--- src/rtl/imem_loader.sv ---
// Instruction-memory loader: accepts 32-bit words from a host stream and
// writes them byte by byte (little-endian) into instruction memory while
// holding the CPU fetch stage. Capacity overruns raise a sticky overflow flag.
module imem_loader #(
  parameter logic [63:0] BASE_ADDR = 64'd0,
  parameter int          MEM_BYTES = 152
) (
  input  logic        clk,
  input  logic        reset,
  input  logic        start,
  input  logic        finish,
  input  logic        word_valid,
  input  logic [31:0] word_data,
  output logic        word_ready,
  output logic        mem_we,
  output logic [63:0] mem_addr,
  output logic [7:0]  mem_wdata,
  output logic        cpu_hold,
  output logic        done,
  output logic        overflow,
  output logic [7:0]  word_count
);

  localparam logic [63:0] END_ADDR = BASE_ADDR + 64'(MEM_BYTES);

  typedef enum logic [1:0] {IDLE, LOAD, WRITE, DONE} state_t;

  state_t      state_q, state_d;
  logic [63:0] ptr_q, ptr_d;
  logic [1:0]  idx_q, idx_d;
  logic [31:0] word_q, word_d;
  logic        fpend_q, fpend_d;
  logic        ovf_q, ovf_d;
  logic [7:0]  cnt_q, cnt_d;

  // State and datapath registers; reset parks the loader idle at BASE_ADDR.
  always_ff @(posedge clk or posedge reset) begin
    if (reset) begin
      state_q <= IDLE;
      ptr_q   <= BASE_ADDR;
      idx_q   <= 2'd0;
      word_q  <= 32'd0;
      fpend_q <= 1'b0;
      ovf_q   <= 1'b0;
      cnt_q   <= 8'd0;
    end else begin
      state_q <= state_d;
      ptr_q   <= ptr_d;
      idx_q   <= idx_d;
      word_q  <= word_d;
      fpend_q <= fpend_d;
      ovf_q   <= ovf_d;
      cnt_q   <= cnt_d;
    end
  end

  // Next-state and output decode. A finish seen mid-word is remembered so the
  // word completes and the following LOAD cycle goes straight to DONE.
  always_comb begin
    state_d    = state_q;
    ptr_d      = ptr_q;
    idx_d      = idx_q;
    word_d     = word_q;
    fpend_d    = fpend_q;
    ovf_d      = ovf_q;
    cnt_d      = cnt_q;
    word_ready = (state_q == LOAD) && !finish && !fpend_q;
    mem_we     = 1'b0;
    mem_addr   = ptr_q;
    mem_wdata  = 8'd0;
    cpu_hold   = (state_q != IDLE);
    done       = 1'b0;
    case (state_q)
      IDLE: begin
        if (start) begin
          state_d = LOAD;
          ptr_d   = BASE_ADDR;
          cnt_d   = 8'd0;
          ovf_d   = 1'b0;
        end
      end
      LOAD: begin
        if (finish || fpend_q) begin
          state_d = DONE;
          fpend_d = 1'b0;
        end else if (word_valid) begin
          if (ptr_q + 64'd4 <= END_ADDR) begin
            word_d  = word_data;
            idx_d   = 2'd0;
            state_d = WRITE;
          end else begin
            ovf_d   = 1'b1;
            fpend_d = 1'b0;
            state_d = DONE;
          end
        end
      end
      WRITE: begin
        mem_we    = 1'b1;
        mem_addr  = ptr_q + {62'd0, idx_q};
        mem_wdata = word_q[{idx_q, 3'b000} +: 8];
        if (finish) fpend_d = 1'b1;
        idx_d = idx_q + 2'd1;
        if (idx_q == 2'd3) begin
          ptr_d   = ptr_q + 64'd4;
          cnt_d   = cnt_q + 8'd1;
          state_d = LOAD;
        end
      end
      DONE: begin
        done    = 1'b1;
        state_d = IDLE;
      end
      default: state_d = IDLE;
    endcase
  end

  assign overflow   = ovf_q;
  assign word_count = cnt_q;

endmodule

--- config.mk ---
export PLATFORM = sky130hd
export DESIGN_NAME = imem_loader
export DESIGN_NICKNAME = d
export VERILOG_FILES = /design/src/rtl/imem_loader.sv
export SDC_FILE = /design/constraint.sdc
export NUM_CORES = 1
export LEC_CHECK = 0
export ABC_AREA = 0
export ABC_CLOCK_PERIOD_IN_PS = 6000
export CAP_MARGIN = 25
export CORE_MARGIN = 3
export CORE_UTILIZATION = 40
export DETAILED_ROUTE_END_ITERATION = 7
export PLACE_DENSITY = 0.72
export REMOVE_ABC_BUFFERS = 1
export SLEW_MARGIN = 20
export SYNTH_ARGS = -nofsm -noshare
export SYNTH_HDL_FRONTEND = slang
export SYNTH_SLANG_ARGS = --single-unit
--- constraint.sdc ---
create_clock -name clk -period 6 [get_ports clk]
set_clock_uncertainty 0.15 [all_clocks]
set_input_delay 0.6 -clock clk [delete_from_list [all_inputs] [get_ports clk]]
set_output_delay 0.6 -clock clk [all_outputs]
set_load 0.005 [all_outputs]
==> impl_results.md <==
- Initial Util: 0.413
- WP data arrival: 4.96 ns
- Post-Syn Instances: 829
- CP Cell Sequence: ha_1 > nand3_1 > nor4_4 > nand3_1 > nor4_1 > xor2_1 > a2111oi_2 > nand4_1 > or4_4 > mux2_4
- Post-CTS sizing: 0
- Crit path max-delay family: simple AND/OR/NAND/NOR gates
- Layout cell share with drive strength beyond 1: 0.102
- YS warnings: 0
- Clock latency on the worst-skew pair: 0.36 ns
- Initial antenna violation count: 0
- Crit Path Max Fanout: 32
- CP dominant cell by count: nand3_1
- Vias in the first global route: 5805
- Clk slew on worst S/H paths: 0.07 ns
- Type of origin of the critical path: flip-flop
- Crit Path Category: flip-flop to flip-flop
- Share of flip-flops with an asynchronous set or reset: 1.00
- Nets: 885
- Commonest non-fill, non-tap cell in the layout: clkdlybuf4s50_1
- First-pass GRT wire length: 31.8 mm
- CTS max path bufs: 2
- Initial DRC count: 586
- Register area share after synthesis: 0.375
- Outcome: completed
- Pleak: 3.33 nW
- CTS Buf Count: 9
- N_diodes: 0
- Post-DP HPWL: 13.6 mm
- CTS tree: yes
- Total track usage: 0.198
- Wire per inst: 18.4 um
- Highest clock rate: 206 MHz
- Slowest cell on the critical path: or4_4
- Largest net degree at the start of global routing: 71
- Hold Crit Class: flip-flop to flip-flop
- Tightest Pin Transition: 1.03 ns
- Fin worst setup slack: 1.14 ns
- Final ANT Viol Nets: 0
- Post-layout min period: 4.86 ns
- Max Slew Vio Count: 0
- Synth Area in Compound Gates: 0.157
- RD Place Congestion: 0.912
- Worst reg2reg setup slack: 1.14 ns
- Yosys cell types: 63
- Commonest cells after routing, fill and taps aside: 121 x clkdlybuf4s50_1, 108 x dfrtp_1, 94 x nand2_1, 79 x o21ai_0, 35 x nor2_1
- CTS hold repair buffers: 0
- Via/cell ratio: 5.84
- WP buf/inv: 0
- Final setup viols: 0
- H-Tree Depth: 3
- XOR/XNOR Fraction of Synth Area: 0.0376
- Row count: 48
- Flops & latches, synth: 108
- Postcts setup bufs: 0
- Setup_tns: 0 ns
- Post-synthesis simple-gate area fraction: 0.229
- Slew Limit Headroom: 0.305
- I/O Pins: 122
- Hold Fails Final Rpt: 0
- VDD IR-drop max: 0.184 mV
- Placeable Area: 17500 um2
- Mux contribution to synthesized area: 0.0992
- RSZ-0062 raised after global routing: no
- Area growth, synth to finish: 17.7%
- Endpoint type of the worst setup path: flip-flop
- # port buffers: 121
- Fin crit share: 0.811
- Die H: 140 um
- Vias: 6241
- Die width: 140 um
- Die Footprint: 19700 um2
- Total routed wirelength: 19.6 mm
- Pwr dens: 288 nW/um2
- EDFF count, synth: 0
- Adder-cell share of the synthesized area: 0.0156
- Post-Syn Area: 7210 um2
- DRC violations left: 0
- Syn_area_per_cell: 8.70 um2
- Main synth FF type: dfrtp_1
- Dpl ws: 1.18 ns
- Max-cap viol count: 0
- GRT overflow: 0
- Dominant combinational cell family by area after synthesis: simple AND/OR/NAND/NOR gates
- Slowest stage delay, CP: 0.87 ns
- Clock root buffer: clkbuf_16
- DRT Pass-1 Iters: 5
- Sinks on Clock Net: 108
- CP required: 6.10 ns
==> synthesized netlist by cell type, types with 3 or more instances <==
| master | instances | area (um2) |
|---|---|---|
| mux2_2 | 4 | 45.0 |
| nor3_1 | 23 | 115 |
| or4_1 | 4 | 30.0 |
| nand4_1 | 30 | 188 |
| and3_1 | 11 | 68.8 |
| clkbuf_1 | 106 | 398 |
| and2_1 | 15 | 93.8 |
| ha_1 | 9 | 113 |
| nand2_1 | 95 | 357 |
| or3_1 | 14 | 87.6 |
| and4_1 | 12 | 105 |
| o41ai_1 | 5 | 43.8 |
| buf_2 | 13 | 65.1 |
| inv_1 | 19 | 71.3 |
| or2_2 | 4 | 25.0 |
| buf_12 | 3 | 60.1 |
| xor2_1 | 13 | 114 |
| mux2i_1 | 4 | 40.0 |
| o21ai_0 | 79 | 395 |
| a31oi_1 | 19 | 119 |
| a21oi_1 | 19 | 95.1 |
| nand3_1 | 34 | 170 |
| mux2_4 | 30 | 450 |
| xnor2_1 | 18 | 158 |
| dfrtp_1 | 108 | 2700 |
| nor4_1 | 13 | 81.3 |
| a22o_1 | 6 | 52.6 |
| o31ai_1 | 28 | 210 |
| mux4_2 | 8 | 180 |
| nor2_1 | 35 | 131 |
==> final cells by class <==
type | count | area (um2)
clock buffers | 10 | 229
clock inverters | 6 | 56.3
fillers | 1631 | 8980
inverters | 19 | 73.8
multi-input cells | 575 | 3900
flip-flops and latches | 108 | 2700
well taps | 225 | 282
repair buffers | 126 | 1250
==> worst paths after layout <==
kind                            startpoint         end  cells after the start
worst max-delay path              ptr_q[2]  word_q[21]                     10
worst min-delay path            word_q[23]  word_q[23]                      1
worst max register to register    ptr_q[2]  word_q[21]                     10
worst min register to register  word_q[23]  word_q[23]                      1
max in group asynchronous            reset   ptr_q[59]                      3
min in group asynchronous            reset   ptr_q[41]                      2
==> through the flow <==
step | cell area (um2) | power [mW] | instances | hold slack, ns | util
after global placement | 8210 | 1.84 | 1053 | 0.333 | 0.470
after global routing | 8490 | 2.58 | 1069 | 0.374 | 0.486
after detailed placement | 8210 | 1.86 | 1053 | 0.339 | 0.470
final | 8490 | 2.45 | 1069 | 0.356 | 0.486
after CTS | 8490 | 2.46 | 1069 | 0.357 | 0.486
after floorplan | 6660 | 1.56 | 702 | 0.324 | -
==> cell families (layout without fill, tap and decap cells) <==
family          count (synthesis)  after routing
simple gates                  308            308
compound gates                181            181
buf+inv                       146            161
flops                         108            108
mux                            46             46
xor+xnor                       31             31
fa+ha+maj                       9              9
==> per-layer routing <==
metal	up-vias	global-route usage	part of all wire
met5	-	0	0
met4	0	0.0622	0.017
met3	28	0.0314	0.064
met2	230	0.309	0.47
met1	3010	0.282	0.45
li1	2973	-	-
==> power by group <==
part | switching (mW) | internal (mW)
Sequential | 0.111 | 0.863
Combinational | 0.427 | 0.449
Clock | 0.304 | 0.291
==> sequential cells by signal (all words and copies together) (netlist names) <==
signal and flops:
fpend_q 1, idx_q 2, overflow 1, ptr_q 62, state_q 2, word_count 8, word_q 32
Power figures use the tool's default switching activity.
